File: src/rtl/updi_output_handler_if.sv
// FIFO-side signals of the UPDI output handler: host command FIFO read port,
// UART TX FIFO write port and UART RX (echo) FIFO read port.
interface updi_output_handler_if;
  logic [7:0] in_fifo_data;
  logic       in_fifo_empty;
  logic       in_fifo_rd_en;
  logic [7:0] tx_fifo_data;
  logic       tx_fifo_full;
  logic       tx_fifo_wr_en;
  logic [7:0] echo_fifo_data;
  logic       echo_fifo_empty;
  logic       echo_fifo_rd_en;

  modport master (
    input  in_fifo_data, in_fifo_empty, tx_fifo_full, echo_fifo_data, echo_fifo_empty,
    output in_fifo_rd_en, tx_fifo_data, tx_fifo_wr_en, echo_fifo_rd_en
  );

  modport slave (
    output in_fifo_data, in_fifo_empty, tx_fifo_full, echo_fifo_data, echo_fifo_empty,
    input  in_fifo_rd_en, tx_fifo_data, tx_fifo_wr_en, echo_fifo_rd_en
  );
endinterface

File: src/rtl/updi_output_handler.sv
// Moves host command bytes to the UART TX FIFO one at a time, optionally
// preceded by a SYNC byte, and verifies each byte against its line echo.
module updi_output_handler #(
  parameter int unsigned BITS_N       = 6,
  parameter int unsigned TIMEOUT_CLKS = 25
) (
  input  logic              clk,
  input  logic              rst,
  input  logic [BITS_N-1:0] n_bytes,
  input  logic              send_sync,
  input  logic              start,
  output logic              ready,
  output logic              done,
  output logic              timeout,
  output logic              echo_error,
  updi_output_handler_if.master fifo
);

  localparam int unsigned STALL_W   = $clog2(TIMEOUT_CLKS + 1);
  localparam logic [7:0]  SYNC_BYTE = 8'h55;

  typedef enum logic [2:0] {
    IDLE, FETCH, LOAD, WRITE, ECHO_WAIT, ECHO_CHK, FINISH, ABORT
  } state_e;

  state_e              state_q, state_d;
  logic [BITS_N-1:0]   rem_q, rem_d;
  logic [7:0]          hold_q, hold_d;
  logic                sync_q, sync_d;
  logic                err_q, err_d;
  logic [STALL_W-1:0]  stall_q, stall_d;
  logic                stalled;

  always_ff @(posedge clk or negedge rst) begin
    if (!rst) begin
      state_q <= IDLE;
      rem_q   <= '0;
      hold_q  <= '0;
      sync_q  <= 1'b0;
      err_q   <= 1'b0;
      stall_q <= '0;
    end else begin
      state_q <= state_d;
      rem_q   <= rem_d;
      hold_q  <= hold_d;
      sync_q  <= sync_d;
      err_q   <= err_d;
      stall_q <= stall_d;
    end
  end

  always_comb begin
    state_d = state_q;
    rem_d   = rem_q;
    hold_d  = hold_q;
    sync_d  = sync_q;
    err_d   = err_q;
    stalled = 1'b0;
    unique case (state_q)
      IDLE: begin
        if (start) begin
          rem_d  = n_bytes;
          sync_d = send_sync;
          err_d  = 1'b0;
          if (send_sync) begin
            hold_d  = SYNC_BYTE;
            state_d = WRITE;
          end else if (n_bytes == '0) begin
            state_d = FINISH;
          end else begin
            state_d = FETCH;
          end
        end
      end
      FETCH: begin
        if (!fifo.in_fifo_empty) state_d = LOAD;
        else                     stalled = 1'b1;
      end
      LOAD: begin
        hold_d  = fifo.in_fifo_data;
        state_d = WRITE;
      end
      WRITE: begin
        if (!fifo.tx_fifo_full) state_d = ECHO_WAIT;
        else                    stalled = 1'b1;
      end
      ECHO_WAIT: begin
        if (!fifo.echo_fifo_empty) state_d = ECHO_CHK;
        else                       stalled = 1'b1;
      end
      ECHO_CHK: begin
        if (fifo.echo_fifo_data != hold_q) begin
          err_d   = 1'b1;
          state_d = FINISH;
        end else if (sync_q) begin
          // The SYNC byte is not part of the payload count.
          sync_d  = 1'b0;
          state_d = (rem_q == '0) ? FINISH : FETCH;
        end else begin
          rem_d   = rem_q - 1'b1;
          state_d = (rem_q == BITS_N'(1)) ? FINISH : FETCH;
        end
      end
      FINISH:  state_d = IDLE;
      ABORT:   state_d = IDLE;
      default: state_d = IDLE;
    endcase

    if (stalled && (stall_q == STALL_W'(TIMEOUT_CLKS - 1))) state_d = ABORT;

    if (state_d != state_q) stall_d = '0;
    else if (stalled)       stall_d = stall_q + 1'b1;
    else                    stall_d = stall_q;
  end

  always_comb begin
    ready                = (state_q == IDLE);
    done                 = (state_q == FINISH);
    timeout              = (state_q == ABORT);
    echo_error           = (state_q == FINISH) && err_q;
    fifo.in_fifo_rd_en   = (state_q == FETCH)     && !fifo.in_fifo_empty;
    fifo.tx_fifo_wr_en   = (state_q == WRITE)     && !fifo.tx_fifo_full;
    fifo.echo_fifo_rd_en = (state_q == ECHO_WAIT) && !fifo.echo_fifo_empty;
    fifo.tx_fifo_data    = hold_q;
  end

endmodule

File: src/flat_wrapper.sv
// flat-port wrapper written by rule: the top's interface ports become plain ports
module updi_output_handler_flat 
#(
  parameter int unsigned BITS_N       = 6,
  parameter int unsigned TIMEOUT_CLKS = 25
)
  (clk, rst, n_bytes, send_sync, start, ready, done, timeout, echo_error, fifo_in_fifo_data, fifo_in_fifo_empty, fifo_tx_fifo_full, fifo_echo_fifo_data, fifo_echo_fifo_empty, fifo_in_fifo_rd_en, fifo_tx_fifo_data, fifo_tx_fifo_wr_en, fifo_echo_fifo_rd_en);
  updi_output_handler_if fifo_i ();
  input  logic clk;
  input  logic rst;
  input  logic [BITS_N-1:0] n_bytes;
  input  logic send_sync;
  input  logic start;
  output logic ready;
  output logic done;
  output logic timeout;
  output logic echo_error;
  input wire logic [$bits(fifo_i.in_fifo_data)-1:0] fifo_in_fifo_data;
  input wire logic [$bits(fifo_i.in_fifo_empty)-1:0] fifo_in_fifo_empty;
  input wire logic [$bits(fifo_i.tx_fifo_full)-1:0] fifo_tx_fifo_full;
  input wire logic [$bits(fifo_i.echo_fifo_data)-1:0] fifo_echo_fifo_data;
  input wire logic [$bits(fifo_i.echo_fifo_empty)-1:0] fifo_echo_fifo_empty;
  output wire logic [$bits(fifo_i.in_fifo_rd_en)-1:0] fifo_in_fifo_rd_en;
  output wire logic [$bits(fifo_i.tx_fifo_data)-1:0] fifo_tx_fifo_data;
  output wire logic [$bits(fifo_i.tx_fifo_wr_en)-1:0] fifo_tx_fifo_wr_en;
  output wire logic [$bits(fifo_i.echo_fifo_rd_en)-1:0] fifo_echo_fifo_rd_en;
  assign fifo_i.in_fifo_data = fifo_in_fifo_data;
  assign fifo_i.in_fifo_empty = fifo_in_fifo_empty;
  assign fifo_i.tx_fifo_full = fifo_tx_fifo_full;
  assign fifo_i.echo_fifo_data = fifo_echo_fifo_data;
  assign fifo_i.echo_fifo_empty = fifo_echo_fifo_empty;
  assign fifo_in_fifo_rd_en = fifo_i.in_fifo_rd_en;
  assign fifo_tx_fifo_data = fifo_i.tx_fifo_data;
  assign fifo_tx_fifo_wr_en = fifo_i.tx_fifo_wr_en;
  assign fifo_echo_fifo_rd_en = fifo_i.echo_fifo_rd_en;
  updi_output_handler #(.BITS_N(BITS_N), .TIMEOUT_CLKS(TIMEOUT_CLKS)) u_core (.clk(clk), .rst(rst), .n_bytes(n_bytes), .send_sync(send_sync), .start(start), .ready(ready), .done(done), .timeout(timeout), .echo_error(echo_error), .fifo(fifo_i));
endmodule
File: config.mk
export PLATFORM = sky130hd
export DESIGN_NAME = updi_output_handler_flat
export DESIGN_NICKNAME = d
export VERILOG_FILES = /design/src/rtl/updi_output_handler_if.sv /design/src/rtl/updi_output_handler.sv /design/src/flat_wrapper.sv
export SDC_FILE = /design/constraint.sdc
export NUM_CORES = 1
export LEC_CHECK = 0
export ABC_AREA = 1
export CAP_MARGIN = 10
export CORE_ASPECT_RATIO = 1.25
export CORE_UTILIZATION = 25
export DETAILED_ROUTE_END_ITERATION = 6
export HOLD_SLACK_MARGIN = 0.02
export PLACE_DENSITY = 0.56
export SYNTH_ARGS = -nofsm -noshare
export SYNTH_HDL_FRONTEND = slang
export SYNTH_SLANG_ARGS = --single-unit
export TNS_END_PERCENT = 30
File: constraint.sdc
create_clock -name clk -period 1.4 [get_ports clk]
set_input_delay 0.14 -clock clk [delete_from_list [all_inputs] [get_ports clk]]
set_output_delay 0.14 -clock clk [all_outputs]
set_load 0.02 [all_outputs]
==> flow_metrics.py <==
metrics = {
    "outcome": {
        "status": "finished, violations left",
        "violations": "setup timing",
    },
    "yosys": {
        "yosysUniqueCellTypes": 39,
        "yosysSeqAreaShare_pct": 35.4,
        "yosysWarningCount": 0,
        "syn-mean-instance-area_um2": 7.75,
        "syn_inst": 219,
        "ys_ff_latch": 24,
        "syn_nets": 253,
        "syn_area_um2": 1700,
    },
    "sta": {
        "maxSlewHeadroom_pct": 78.2,
        "fmax_ghz": 0.622,
        "hold_viol_final": 0,
        "fin_ws_ns": -0.208,
        "max_slew.worst_pin.slew_ns": 0.327,
        "final-max-slew-violation-count": 0,
        "skew_ns": 0.00361,
        "rsz0062_at_grt": "true",
        "layout_min_cycle_time_ns": 1.61,
        "period_share_pct": 115,
        "setup_viol": 20,
    },
    "clock_tree": {
        "clk_path_buf_depth": 2,
        "cts_buffers": 3,
        "htreeDepth": 1,
        "insertion_delay_ns": 0.28,
        "clkSinkCount": 24,
        "ctsHoldBuffers": 0,
        "cts.clk_slew.worst_paths_ns": 0.09,
        "cts_tree": "yes",
        "cts-root-buf": "clkbuf_8",
    },
    "critical_path": {
        "crit_type": "flip-flop to flip-flop",
        "end_kind": "flip-flop",
        "start_kind": "flip-flop",
        "crit_top_cell": "nand2_1",
        "critical_path_required_ns": 1.60,
        "path_cells": "inv_2 -> nand2_1 -> nand2_1 -> nand2_2 -> nor2_4 -> and2_4 -> nand2_2 -> o21ai_4 -> buf_6 -> nand2_1 -> a22oi_1",
        "critPathCapture": "u_core.rem_q[4]$_DFFE_PN0P_",
        "crit_start": "u_core.fifo.tx_fifo_data[1]$_DFFE_PN0P_",
        "r2r_setup_slack_ns": -0.21,
        "r2r_cells": 11,
        "crit_slowest_cell": "dfrtp_2",
        "reg2reg_to": "u_core.rem_q[4]$_DFFE_PN0P_",
        "timing.rr.start": "u_core.fifo.tx_fifo_data[1]$_DFFE_PN0P_",
        "cp.arrival_ns": 1.80,
        "max_stage_delay_ns": 0.43,
        "path_max_fanout": 5,
    },
    "global_route": {
        "grt_overflow": 0,
        "grt_pass1_wl_um": 7510,
        "antenna_found_initial": 0,
        "grtUsageTotal_pct": 14.0,
        "grt_pass1_vias": 1749,
        "grt_max_degree": 25,
    },
    "cells_and_area": {
        "layout.cells.non_filler": 396,
        "insertedDiodeCount": 0,
        "final_nets": 344,
        "drive_gt1_share_pct": 42.1,
        "area_growth_pct": 66.0,
        "nFillCells": 680,
    },
    "place": {
        "dpl_worst_slack_ns": -0.401,
        "io_buffers": 43,
        "dp.cells": 386,
        "gp_congestion": 0.765,
        "dpl.hpwl_um": 3480,
    },
    "detailed_routing": {
        "via_count": 1684,
        "drtPass1Iterations": 3,
        "wirelength_um": 4400,
        "drc": 0,
        "wl_per_cell_um": 11.1,
        "via_per_inst": 4.25,
        "ant_nets": 0,
        "dr.first_iter.drc_count": 50,
    },
    "floorplan": {
        "start_util_pct": 25.9,
        "fp-row-count": 33,
        "die_height_um": 94.1,
        "core_area_um2": 6570,
        "io_pins": 44,
        "die_area_um2": 7130,
        "dieWidth_um": 75.7,
    },
    "worst_hold_path": {
        "hp-class": "input port to async pin",
    },
    "pwr": {
        "power-per-cell-area_nw_per_um2": 2000,
        "cellLeakagePower_nw": 1.30,
        "ir_drop_uv": 578,
    },
    "run": {
        "max-cap-violations": 0,
    },
}
-- synthesized netlist by cell type --
cell type / count / area [um2]
nor2_2: 2 / 12.5
o21ai_0: 9 / 45.0
ha_1: 5 / 62.6
inv_4: 2 / 12.5
nand3_1: 8 / 40.0
nor2_1: 21 / 78.8
nand4_2: 2 / 25.0
nand2_1: 56 / 210
nor3_4: 1 / 16.3
xnor2_1: 3 / 26.3
clkinv_2: 1 / 5.00
nand4_1: 5 / 31.3
a22oi_1: 1 / 7.51
nand2_2: 4 / 25.0
nand3_4: 2 / 35.0
nor4_1: 2 / 12.5
o22a_1: 2 / 17.5
nor3_2: 6 / 60.1
and2_1: 1 / 6.26
o211ai_1: 1 / 7.51
o21ai_1: 2 / 10.0
buf_2: 1 / 5.00
o21ai_2: 1 / 8.76
dfrtp_1: 24 / 601
inv_1: 28 / 105
nor3_1: 3 / 15.0
clkinv_1: 1 / 3.75
xor2_1: 4 / 35.0
inv_2: 3 / 11.3
a31oi_1: 2 / 12.5
nand4_4: 1 / 21.3
a22o_1: 1 / 8.76
nand2_4: 3 / 33.8
buf_4: 1 / 7.51
buf_6: 2 / 22.5
nor4_2: 1 / 12.5
a21oi_1: 3 / 15.0
o22ai_1: 2 / 12.5
nand3_2: 2 / 20.0
-- through the flow --
step	total power (W)	utilization, %	hold slack, ns	setup TNS, ns	area [um2]
4_1_cts	0.00547	41.5	0.234	-3.44	2720
5_1_grt	0.00613	42.9	0.254	-4.74	2820
6_report	0.00565	42.9	0.219	-2.37	2820
2_1_floorplan	0.00319	-	-0.156	-1.01	1760
3_5_place_dp	0.00461	39.1	0.519	-7.98	2570
3_3_place_gp	0.00457	39.1	0.507	-7.26	2570
-- timing repair --
| action | CTS | global route |
|---|---|---|
| pin swaps | 7 | 11 |
| endpoints found under the setup margin | 38 | 30 |
| endpoints found under the hold margin | 0 | 0 |
| cloned | 1 | 0 |
| setup buffers | 3 | 2 |
| gates resized for setup | 70 | 26 |
-- flip-flops by register name, indices dropped and copies added (netlist names) --
name and count:
u_core.state_q 3, u_core.stall_q 5, u_core.rem_q 6, u_core.fifo.tx_fifo_data 8, u_core.err_q 1, u_core.sync_q 1
-- per-layer routing --
metal	vias to the layer above	global-route usage [%]	wire length [um]
met5	-	0	0
met4	0	5.09	66
met3	5	2.25	185
met2	28	25.3	2260
met1	767	16.1	1880
li1	884	-	-
-- worst max-delay path, delay by kind of cell (launching register included) --
| family | cells | cell delay (ns) |
|---|---|---|
| buffers and inverters | 2 | 0.20 |
| AO/OA/AOI/OAI | 2 | 0.30 |
| AND/OR/NAND/NOR | 7 | 0.60 |
| flip-flops | 1 | 0.43 |
-- how the worst min path moves through the flow --
stage	from	to	slack (ns)	cells past startpoint
final	rst	u_core.rem_q[0]$_DFFE_PN0P_	0.22	2
after global routing	rst	u_core.rem_q[0]$_DFFE_PN0P_	0.25	2
after CTS	rst	u_core.rem_q[0]$_DFFE_PN0P_	0.23	2
after detailed placement	u_core.rem_q[5]$_DFFE_PN0P_	u_core.rem_q[5]$_DFFE_PN0P_	0.52	2
after global placement	u_core.rem_q[5]$_DFFE_PN0P_	u_core.rem_q[5]$_DFFE_PN0P_	0.51	2
after floorplan	rst	u_core.err_q$_DFFE_PN0P_	-0.16	0
-- report_power, final --
part	switching (W)	total, W	leakage (nW)	internal, W
clock	0.000248	0.000631	0.0357	0.000383
sequential	0.000286	0.00128	0.284	0.000995
combinational	0.00195	0.00374	0.985	0.00178
total	0.00249	0.00565	1.30	0.00316
-- cell families (layout without fill, tap and decap cells) --
group | count (synthesis) | after routing | share of synthesized area, %
simple gates | 120 | 120 | 38.6
buf+inv | 39 | 129 | 10.2
compound gates | 24 | 24 | 8.55
flops | 24 | 24 | 35.4
xor+xnor | 7 | 7 | 3.61
fa+ha+maj | 5 | 5 | 3.68
-- cell usage in the layout, fill, tap and decap left out, types with 3 or more instances in the layout --
| cell type | netlist | routed |
|---|---|---|
| ha_1 | 5 | 5 |
| dfrtp_1 | 24 | 13 |
| o21ai_0 | 9 | 5 |
| inv_2 | 3 | 7 |
| nand3_1 | 8 | 5 |
| nand2_1 | 56 | 49 |
| nor2_1 | 21 | 17 |
| nor2_4 | 0 | 5 |
| dlygate4sd2_1 | 0 | 7 |
| nor3_2 | 6 | 8 |
| nand2_4 | 3 | 6 |
| nand3_2 | 2 | 4 |
| buf_6 | 2 | 9 |
| xor2_1 | 4 | 4 |
| clkbuf_8 | 0 | 3 |
| clkdlybuf4s50_1 | 0 | 28 |
| nand4_1 | 5 | 5 |
| inv_1 | 28 | 22 |
| buf_4 | 1 | 44 |
| dfrtp_2 | 0 | 11 |
| o21ai_1 | 2 | 5 |
| nand3_4 | 2 | 3 |
| nand2_2 | 4 | 8 |
-- cell type report --
type                            instances  area, um2  area share [%]
Tap cell                               87        109            3.86
Timing Repair Buffer                   90        783            27.8
Sequential cell                        24        614            21.8
Multi-Input combinational cell        156       1090            38.8
Inverter                               35        148            5.24
Clock buffer                            3       41.3            1.47
Clock inverter                          1       30.0            1.07
Note: power is estimated with default switching activity, not from simulation.
